--- src/rtl/fetch_pipe_ctrl_if.sv ---
// Fetch-stage control bundle: stall/redirect/prediction inputs toward the PC
// sequencer and fetch address plus pipeline-register controls back out.
interface fetch_pipe_ctrl_if;
  logic        MEM_STALL;
  logic        ID_STALL;
  logic        MISPREDICT;
  logic [31:0] MISPREDICT_TARGET;
  logic        PRED_TAKEN;
  logic [31:0] PRED_TARGET;
  logic [31:0] PC_OUT;
  logic        FETCH_VALID;
  logic        IF_ID_STALL;
  logic        IF_ID_FLUSH;
  logic        ID_EX_FLUSH;
  logic [15:0] REDIRECT_COUNT;
  logic [15:0] STALL_COUNT;

  modport master (
    output MEM_STALL,
    output ID_STALL,
    output MISPREDICT,
    output MISPREDICT_TARGET,
    output PRED_TAKEN,
    output PRED_TARGET,
    input  PC_OUT,
    input  FETCH_VALID,
    input  IF_ID_STALL,
    input  IF_ID_FLUSH,
    input  ID_EX_FLUSH,
    input  REDIRECT_COUNT,
    input  STALL_COUNT
  );

  modport slave (
    input  MEM_STALL,
    input  ID_STALL,
    input  MISPREDICT,
    input  MISPREDICT_TARGET,
    input  PRED_TAKEN,
    input  PRED_TARGET,
    output PC_OUT,
    output FETCH_VALID,
    output IF_ID_STALL,
    output IF_ID_FLUSH,
    output ID_EX_FLUSH,
    output REDIRECT_COUNT,
    output STALL_COUNT
  );
endinterface

--- src/rtl/fetch_pipe_ctrl.sv ---
// Fetch-stage sequencer: owns the PC, arbitrates redirect/stall/prediction
// sources, drives IF/ID and ID/EX stall/flush, and keeps debug counters.
module fetch_pipe_ctrl #(
  parameter logic [31:0] RESET_PC      = 32'h0000_0000,
  parameter int          REFILL_CYCLES = 2
) (
  input logic              CLK,
  input logic              RESET,
  fetch_pipe_ctrl_if.slave bus
);

  typedef enum logic [2:0] {
    S_RUN,
    S_HOLD,
    S_WAIT_REDIRECT,
    S_FLUSH,
    S_REFILL
  } state_e;

  // The FLUSH cycle is itself the first refill cycle, so REFILL after a
  // redirect runs one cycle shorter than REFILL out of reset.
  localparam logic [2:0] CNT_RESET = 3'(REFILL_CYCLES - 1);
  localparam logic [2:0] CNT_FLUSH = 3'((REFILL_CYCLES > 1) ? (REFILL_CYCLES - 2) : 0);

  state_e      state_q, state_d;
  logic [31:0] pc_q, pc_d;
  logic [31:0] pend_q, pend_d;
  logic [2:0]  refill_cnt_q, refill_cnt_d;
  logic        flush_q, flush_d;
  logic [15:0] redirect_cnt_q, redirect_cnt_d;
  logic [15:0] stall_cnt_q, stall_cnt_d;

  logic        stall_any;
  logic [31:0] run_pc;

  assign stall_any = bus.MEM_STALL | bus.ID_STALL;
  assign run_pc    = bus.PRED_TAKEN ? bus.PRED_TARGET : (pc_q + 32'd4);

  always_ff @(posedge CLK or posedge RESET) begin
    if (RESET) begin
      state_q        <= S_REFILL;
      pc_q           <= RESET_PC;
      pend_q         <= '0;
      refill_cnt_q   <= CNT_RESET;
      flush_q        <= 1'b1;
      redirect_cnt_q <= '0;
      stall_cnt_q    <= '0;
    end else begin
      state_q        <= state_d;
      pc_q           <= pc_d;
      pend_q         <= pend_d;
      refill_cnt_q   <= refill_cnt_d;
      flush_q        <= flush_d;
      redirect_cnt_q <= redirect_cnt_d;
      stall_cnt_q    <= stall_cnt_d;
    end
  end

  always_comb begin
    state_d      = state_q;
    pc_d         = pc_q;
    pend_d       = pend_q;
    refill_cnt_d = refill_cnt_q;

    unique case (state_q)
      S_RUN, S_HOLD: begin
        if (bus.MISPREDICT) begin
          if (!bus.MEM_STALL) begin
            pc_d    = bus.MISPREDICT_TARGET;
            state_d = S_FLUSH;
          end else begin
            pend_d  = bus.MISPREDICT_TARGET;
            state_d = S_WAIT_REDIRECT;
          end
        end else if (stall_any) begin
          state_d = S_HOLD;
        end else begin
          pc_d    = run_pc;
          state_d = S_RUN;
        end
      end

      S_WAIT_REDIRECT: begin
        // A pulse coinciding with the stall release is the newest target.
        if (bus.MISPREDICT) begin
          pend_d = bus.MISPREDICT_TARGET;
        end
        if (!bus.MEM_STALL) begin
          pc_d    = bus.MISPREDICT ? bus.MISPREDICT_TARGET : pend_q;
          state_d = S_FLUSH;
        end
      end

      S_FLUSH: begin
        if (!bus.MEM_STALL) begin
          pc_d = run_pc;
        end
        if (REFILL_CYCLES <= 1) begin
          state_d = S_RUN;
        end else begin
          refill_cnt_d = CNT_FLUSH;
          state_d      = S_REFILL;
        end
      end

      S_REFILL: begin
        if (bus.MISPREDICT) begin
          if (!bus.MEM_STALL) begin
            pc_d    = bus.MISPREDICT_TARGET;
            state_d = S_FLUSH;
          end else begin
            pend_d  = bus.MISPREDICT_TARGET;
            state_d = S_WAIT_REDIRECT;
          end
        end else if (!stall_any) begin
          pc_d = run_pc;
          if (refill_cnt_q == '0) begin
            state_d = S_RUN;
          end else begin
            refill_cnt_d = refill_cnt_q - 3'd1;
          end
        end
      end

      default: begin
        state_d = S_RUN;
      end
    endcase
  end

  always_comb begin
    flush_d        = (state_d == S_FLUSH);
    redirect_cnt_d = redirect_cnt_q;
    stall_cnt_d    = stall_cnt_q;
    if ((state_q == S_FLUSH) && (redirect_cnt_q != '1)) begin
      redirect_cnt_d = redirect_cnt_q + 16'd1;
    end
    if (((state_q == S_HOLD) || (state_q == S_WAIT_REDIRECT)) && (stall_cnt_q != '1)) begin
      stall_cnt_d = stall_cnt_q + 16'd1;
    end
  end

  always_comb begin
    bus.IF_ID_STALL = 1'b0;
    unique case (state_q)
      S_RUN, S_HOLD, S_REFILL: bus.IF_ID_STALL = stall_any;
      S_WAIT_REDIRECT:         bus.IF_ID_STALL = 1'b1;
      default:                 bus.IF_ID_STALL = 1'b0;
    endcase
  end

  assign bus.PC_OUT         = pc_q;
  assign bus.FETCH_VALID    = (state_q == S_RUN) || (state_q == S_HOLD);
  assign bus.IF_ID_FLUSH    = flush_q;
  assign bus.ID_EX_FLUSH    = flush_q;
  assign bus.REDIRECT_COUNT = redirect_cnt_q;
  assign bus.STALL_COUNT    = stall_cnt_q;

endmodule
--- src/flat_wrapper.sv ---
// flat-port wrapper written by rule: the top's interface ports become plain ports
module fetch_pipe_ctrl_flat 
#(
  parameter logic [31:0] RESET_PC      = 32'h0000_0000,
  parameter int          REFILL_CYCLES = 2
)
  (CLK, RESET, bus_MEM_STALL, bus_ID_STALL, bus_MISPREDICT, bus_MISPREDICT_TARGET, bus_PRED_TAKEN, bus_PRED_TARGET, bus_PC_OUT, bus_FETCH_VALID, bus_IF_ID_STALL, bus_IF_ID_FLUSH, bus_ID_EX_FLUSH, bus_REDIRECT_COUNT, bus_STALL_COUNT);
  fetch_pipe_ctrl_if bus_i ();
  input logic CLK;
  input logic RESET;
  input wire logic [$bits(bus_i.MEM_STALL)-1:0] bus_MEM_STALL;
  input wire logic [$bits(bus_i.ID_STALL)-1:0] bus_ID_STALL;
  input wire logic [$bits(bus_i.MISPREDICT)-1:0] bus_MISPREDICT;
  input wire logic [$bits(bus_i.MISPREDICT_TARGET)-1:0] bus_MISPREDICT_TARGET;
  input wire logic [$bits(bus_i.PRED_TAKEN)-1:0] bus_PRED_TAKEN;
  input wire logic [$bits(bus_i.PRED_TARGET)-1:0] bus_PRED_TARGET;
  output wire logic [$bits(bus_i.PC_OUT)-1:0] bus_PC_OUT;
  output wire logic [$bits(bus_i.FETCH_VALID)-1:0] bus_FETCH_VALID;
  output wire logic [$bits(bus_i.IF_ID_STALL)-1:0] bus_IF_ID_STALL;
  output wire logic [$bits(bus_i.IF_ID_FLUSH)-1:0] bus_IF_ID_FLUSH;
  output wire logic [$bits(bus_i.ID_EX_FLUSH)-1:0] bus_ID_EX_FLUSH;
  output wire logic [$bits(bus_i.REDIRECT_COUNT)-1:0] bus_REDIRECT_COUNT;
  output wire logic [$bits(bus_i.STALL_COUNT)-1:0] bus_STALL_COUNT;
  assign bus_i.MEM_STALL = bus_MEM_STALL;
  assign bus_i.ID_STALL = bus_ID_STALL;
  assign bus_i.MISPREDICT = bus_MISPREDICT;
  assign bus_i.MISPREDICT_TARGET = bus_MISPREDICT_TARGET;
  assign bus_i.PRED_TAKEN = bus_PRED_TAKEN;
  assign bus_i.PRED_TARGET = bus_PRED_TARGET;
  assign bus_PC_OUT = bus_i.PC_OUT;
  assign bus_FETCH_VALID = bus_i.FETCH_VALID;
  assign bus_IF_ID_STALL = bus_i.IF_ID_STALL;
  assign bus_IF_ID_FLUSH = bus_i.IF_ID_FLUSH;
  assign bus_ID_EX_FLUSH = bus_i.ID_EX_FLUSH;
  assign bus_REDIRECT_COUNT = bus_i.REDIRECT_COUNT;
  assign bus_STALL_COUNT = bus_i.STALL_COUNT;
  fetch_pipe_ctrl #(.RESET_PC(RESET_PC), .REFILL_CYCLES(REFILL_CYCLES)) u_core (.CLK(CLK), .RESET(RESET), .bus(bus_i));
endmodule
--- config.mk ---
export PLATFORM = sky130hd
export DESIGN_NAME = fetch_pipe_ctrl_flat
export DESIGN_NICKNAME = d
export VERILOG_FILES = /design/src/rtl/fetch_pipe_ctrl_if.sv /design/src/rtl/fetch_pipe_ctrl.sv /design/src/flat_wrapper.sv
export SDC_FILE = /design/constraint.sdc
export NUM_CORES = 1
export LEC_CHECK = 0
export CELL_PAD_IN_SITES_DETAIL_PLACEMENT = 1
export CELL_PAD_IN_SITES_GLOBAL_PLACEMENT = 1
export CORE_ASPECT_RATIO = 1.2
export CORE_MARGIN = 4
export CORE_UTILIZATION = 40
export CTS_BUF_LIST = sky130_fd_sc_hd__clkbuf_4
export DETAILED_ROUTE_END_ITERATION = 7
export GPL_TIMING_DRIVEN = 0
export HOLD_SLACK_MARGIN = 0.08
export PLACE_DENSITY = 0.86
export SETUP_SLACK_MARGIN = 0.02
export SLEW_MARGIN = 0
export SYNTH_ARGS = -nofsm -noshare
export SYNTH_HDL_FRONTEND = slang
export SYNTH_SLANG_ARGS = --single-unit
--- constraint.sdc ---
create_clock -name CLK -period 4.2 [get_ports CLK]
set_clock_uncertainty 0.05 [all_clocks]
set_input_delay 0.42 -clock CLK [delete_from_list [all_inputs] [get_ports CLK]]
set_output_delay 0.42 -clock CLK [all_outputs]
set_load 0.01 [all_outputs]
==> impl_metrics.tcl <==
set metrics [dict create \
    relSlewSlack_pct 42.0 \
    cp_num_buf_inv 2 \
    grt_antenna_before_repair 1 \
    yosys-top-cells-area "dfrtp_1, mux2_2, xnor2_1" \
    p_comb_share_pct 54.2 \
    drc 0 \
    setup-tns-final_ps 0 \
    cts_root_buf "clkbuf_4" \
    p_leak_nw 3.18 \
    cts_hold_buf 0 \
    grt_overflow_total 0 \
    utilization_pct 52.7 \
    vias_per_cell 6.04 \
    first_pass_iters 5 \
    worst-setup-path-type "reg2out" \
    yosys.area.top_type_share_pct 40.3 \
    async_flop_share_pct 100 \
    slew_viol_final 0 \
    drive_gt1_share_pct 13.4 \
    syn_avg_cell_area_sq_um 9.68 \
    design.die.area_sq_mm 0.0176 \
    post_synth_num_cell_types 71 \
    netSwitchingPower_w 0.00231 \
    fp.dieH_um 145 \
    swShare_pct 44.8 \
    antenna_left 0 \
    first_iter_violations 399 \
    status "completed" \
    period_needed_ps 2790 \
    p_seq_share_pct 36.0 \
    critical_path.endpoint_type "output port" \
    cp.arrival_ps 2320 \
    fp.coreArea_sq_mm 0.0151 \
    startpoint_type "flop" \
    worst_pin_slew_ps 870 \
    cp_max_fo 10 \
    dr_total_vias 6030 \
    setup_viol 0 \
    port_buffers 135 \
    syn_to_final_growth_pct 28.3 \
    num_rows 49 \
    grt_max_degree 55 \
    post_drt_wl_per_cell_um 22.2 \
    htreeDepth 3 \
    synth_edf_count 0 \
    grt_pass1_wl_mm 34.7 \
    grt_pass1_vias 6418 \
    vdd_drop_max_v 0.000250 \
    post-cts-setup-buffers 0 \
    ys_ff_latch 103 \
    clk_path_buf_depth 2 \
    die_x_um 122 \
    crit_required_ps 3730 \
    syn-num-nets 717 \
    place.gp.congestion 0.910 \
    synth_area_sq_mm 0.00621 \
    yosys_warnings 0 \
    ctsResizeCount 0 \
    cts_tree "built" \
    initial_utilization_pct 41.0 \
    cts_made_buffers 9 \
    wl_mm 22.1 \
    p_int_w 0.00285 \
    critPathSlowestCell "dfstp_2" \
    synth-main-ff-cell "dfrtp_1" \
    maxCapViolCount 0 \
    hp-class "in2reg" \
    crit_chain "buf_2 -> nand2b_1 -> o21a_1 -> o21ai_0 -> clkdlybuf4s50_1" \
    clk_pin_slew_worst_paths_ps 170 \
    clkSinkCount 103 \
    postSynthCellCount 642 \
    hpwl_mm 16.5 \
    fin_nets 864 \
    hold_viol 0 \
    fmax_mhz 358 \
    grt_setup_unrepaired "false" \
    power.density_mw_per_mm2 647 \
    synth.largest_area_cell "dfrtp_1" \
    pwr-share-clk_pct 9.7 \
    ys_seq_area_share_pct 41.5 \
    fin_crit_sh_pct 66.4 \
    clkLatencyLatePin_ps 510 \
    cp_slowest_stage_delay_ps 620 \
    crit_family "buffers and inverters" \
    io_pins 138 \
    grt_usage_pct 25.3 \
]
==> routing by layer <==
metal	track usage (%)	routed length, um
met1	31.6	8900
met2	44.2	11300
met3	3.25	1240
met4	10.0	703
met5	0.568	0
==> worst reg2reg max path, delay by kind of cell, from the launching register on <==
kind	cells	cell delay (ps)
flops	1	410
compound gates	3	1020
buf+inv	3	920
==> layout by cell type (no fill, tap or decap), types with 4 or more instances in the layout <==
master           count
inv_1               17
and2_1               6
a221oi_1             8
nand2_1             57
o21ai_0             35
o22ai_1             13
nor3_1              18
buf_4                5
o31ai_1              8
clkbuf_1            14
a21boi_0             5
buf_2               18
and3_1               7
nand3_1             26
dfrtp_1            100
xnor2_1             30
a222oi_1             4
a31oi_1              5
ha_1                 5
nor2_1              29
a21o_1               4
a21oi_1             41
nand4_1             19
xor2_1              11
mux2_2              44
clkdlybuf4s50_1    135
nor4_1               4
clkbuf_4            10
and4_1               7
nand2b_1             6
a221o_1              7
o211ai_1             5
mux2i_1             16
==> path summary, 6_finish.rpt <==
| path | slack, ps | endpoint | start | cells after the start |
|---|---|---|---|---|
| min | 300 | u_core.state_q[0]$_DFF_PP0_ | bus_MEM_STALL | 2 |
| min reg2reg | 460 | u_core.refill_cnt_q[1]$_DFFE_PP0P_ | u_core.refill_cnt_q[1]$_DFFE_PP0P_ | 2 |
| max | 1410 | bus_IF_ID_STALL | u_core.state_q[2]$_DFF_PP1_ | 5 |
| max in group asynchronous | 3060 | u_core.pend_q[13]$_DFFE_PP0P_ | RESET | 3 |
| max reg2reg | 1700 | u_core.bus.PC_OUT[23]$_DFFE_PP0P_ | u_core.state_q[0]$_DFF_PP0_ | 6 |
| min in group asynchronous | 320 | u_core.pend_q[26]$_DFFE_PP0P_ | RESET | 2 |
==> synth_stat cells, types with 11 or more instances <==
cell type and instances:
mux2i_1 16, nor3_1 18, xnor2_1 30, clkbuf_1 14
o22ai_1 13, nand3_1 26, mux2_2 44, nor2_1 29
inv_1 18, dfrtp_1 100, o21ai_0 35, xor2_1 11
buf_2 18, nand2_1 57, a21oi_1 41, nand4_1 19
==> registers in the layout, summed over array words and instances (netlist names) <==
| name | flops |
|---|---|
| u_core.bus.PC_OUT | 32 |
| u_core.pend_q | 32 |
| u_core.bus.REDIRECT_COUNT | 16 |
| u_core.bus.STALL_COUNT | 16 |
| u_core.refill_cnt_q | 3 |
| u_core.state_q | 3 |
| u_core.bus.ID_EX_FLUSH | 1 |
==> stage by stage <==
stage          worst slack, ps  instance area [sq um]  cells  hold slack (ps)  total power, W
3_3_place_gp              -628                   7820    981              412         0.00443
5_1_grt                   1300                   7980    999              319         0.00548
4_1_cts                   1400                   7970    998              268         0.00513
6_report                  1410                   7980    999              300         0.00516
2_1_floorplan             1030                   6210    642              399         0.00343
3_5_place_dp              1540                   7850    982              429         0.00463
==> area by class of cell <==
class,count,area (sq um)
antenna,1,2.50
buffer,40,206
clock buffer,10,75.1
clock inverter,6,46.3
fill,1753,7170
inverter,19,73.8
multi-input combinational,480,3360
sequential,103,2580
tap,204,255
timing repair buffer,136,1380
==> cells by family (layout without fill, tap and decap cells) <==
logic type	count (synthesis)	in the layout	share of synthesized area, %
AO/OA/AOI/OAI	169	169	18.4
AND/OR/NAND/NOR	204	204	18.0
XOR/XNOR	41	41	5.78
adder cells (fa/ha/maj)	5	5	1.01
buffers and inverters	59	211	4.47
other	0	1	0
flip-flops	103	103	41.5
multiplexers	61	61	10.8
==> power by group through the flow <==
| stage | clock network (W) | logic, W | registers [W] |
|---|---|---|---|
| floorplan | 0 | 0.00160 | 0.00182 |
| CTS | 0.000506 | 0.00279 | 0.00184 |
| detailed placement | 0 | 0.00277 | 0.00186 |
| global placement | 0 | 0.00262 | 0.00182 |
| finish | 0.000503 | 0.00280 | 0.00186 |
| global route | 0.000547 | 0.00302 | 0.00191 |
Power figures use the tool's default switching activity.
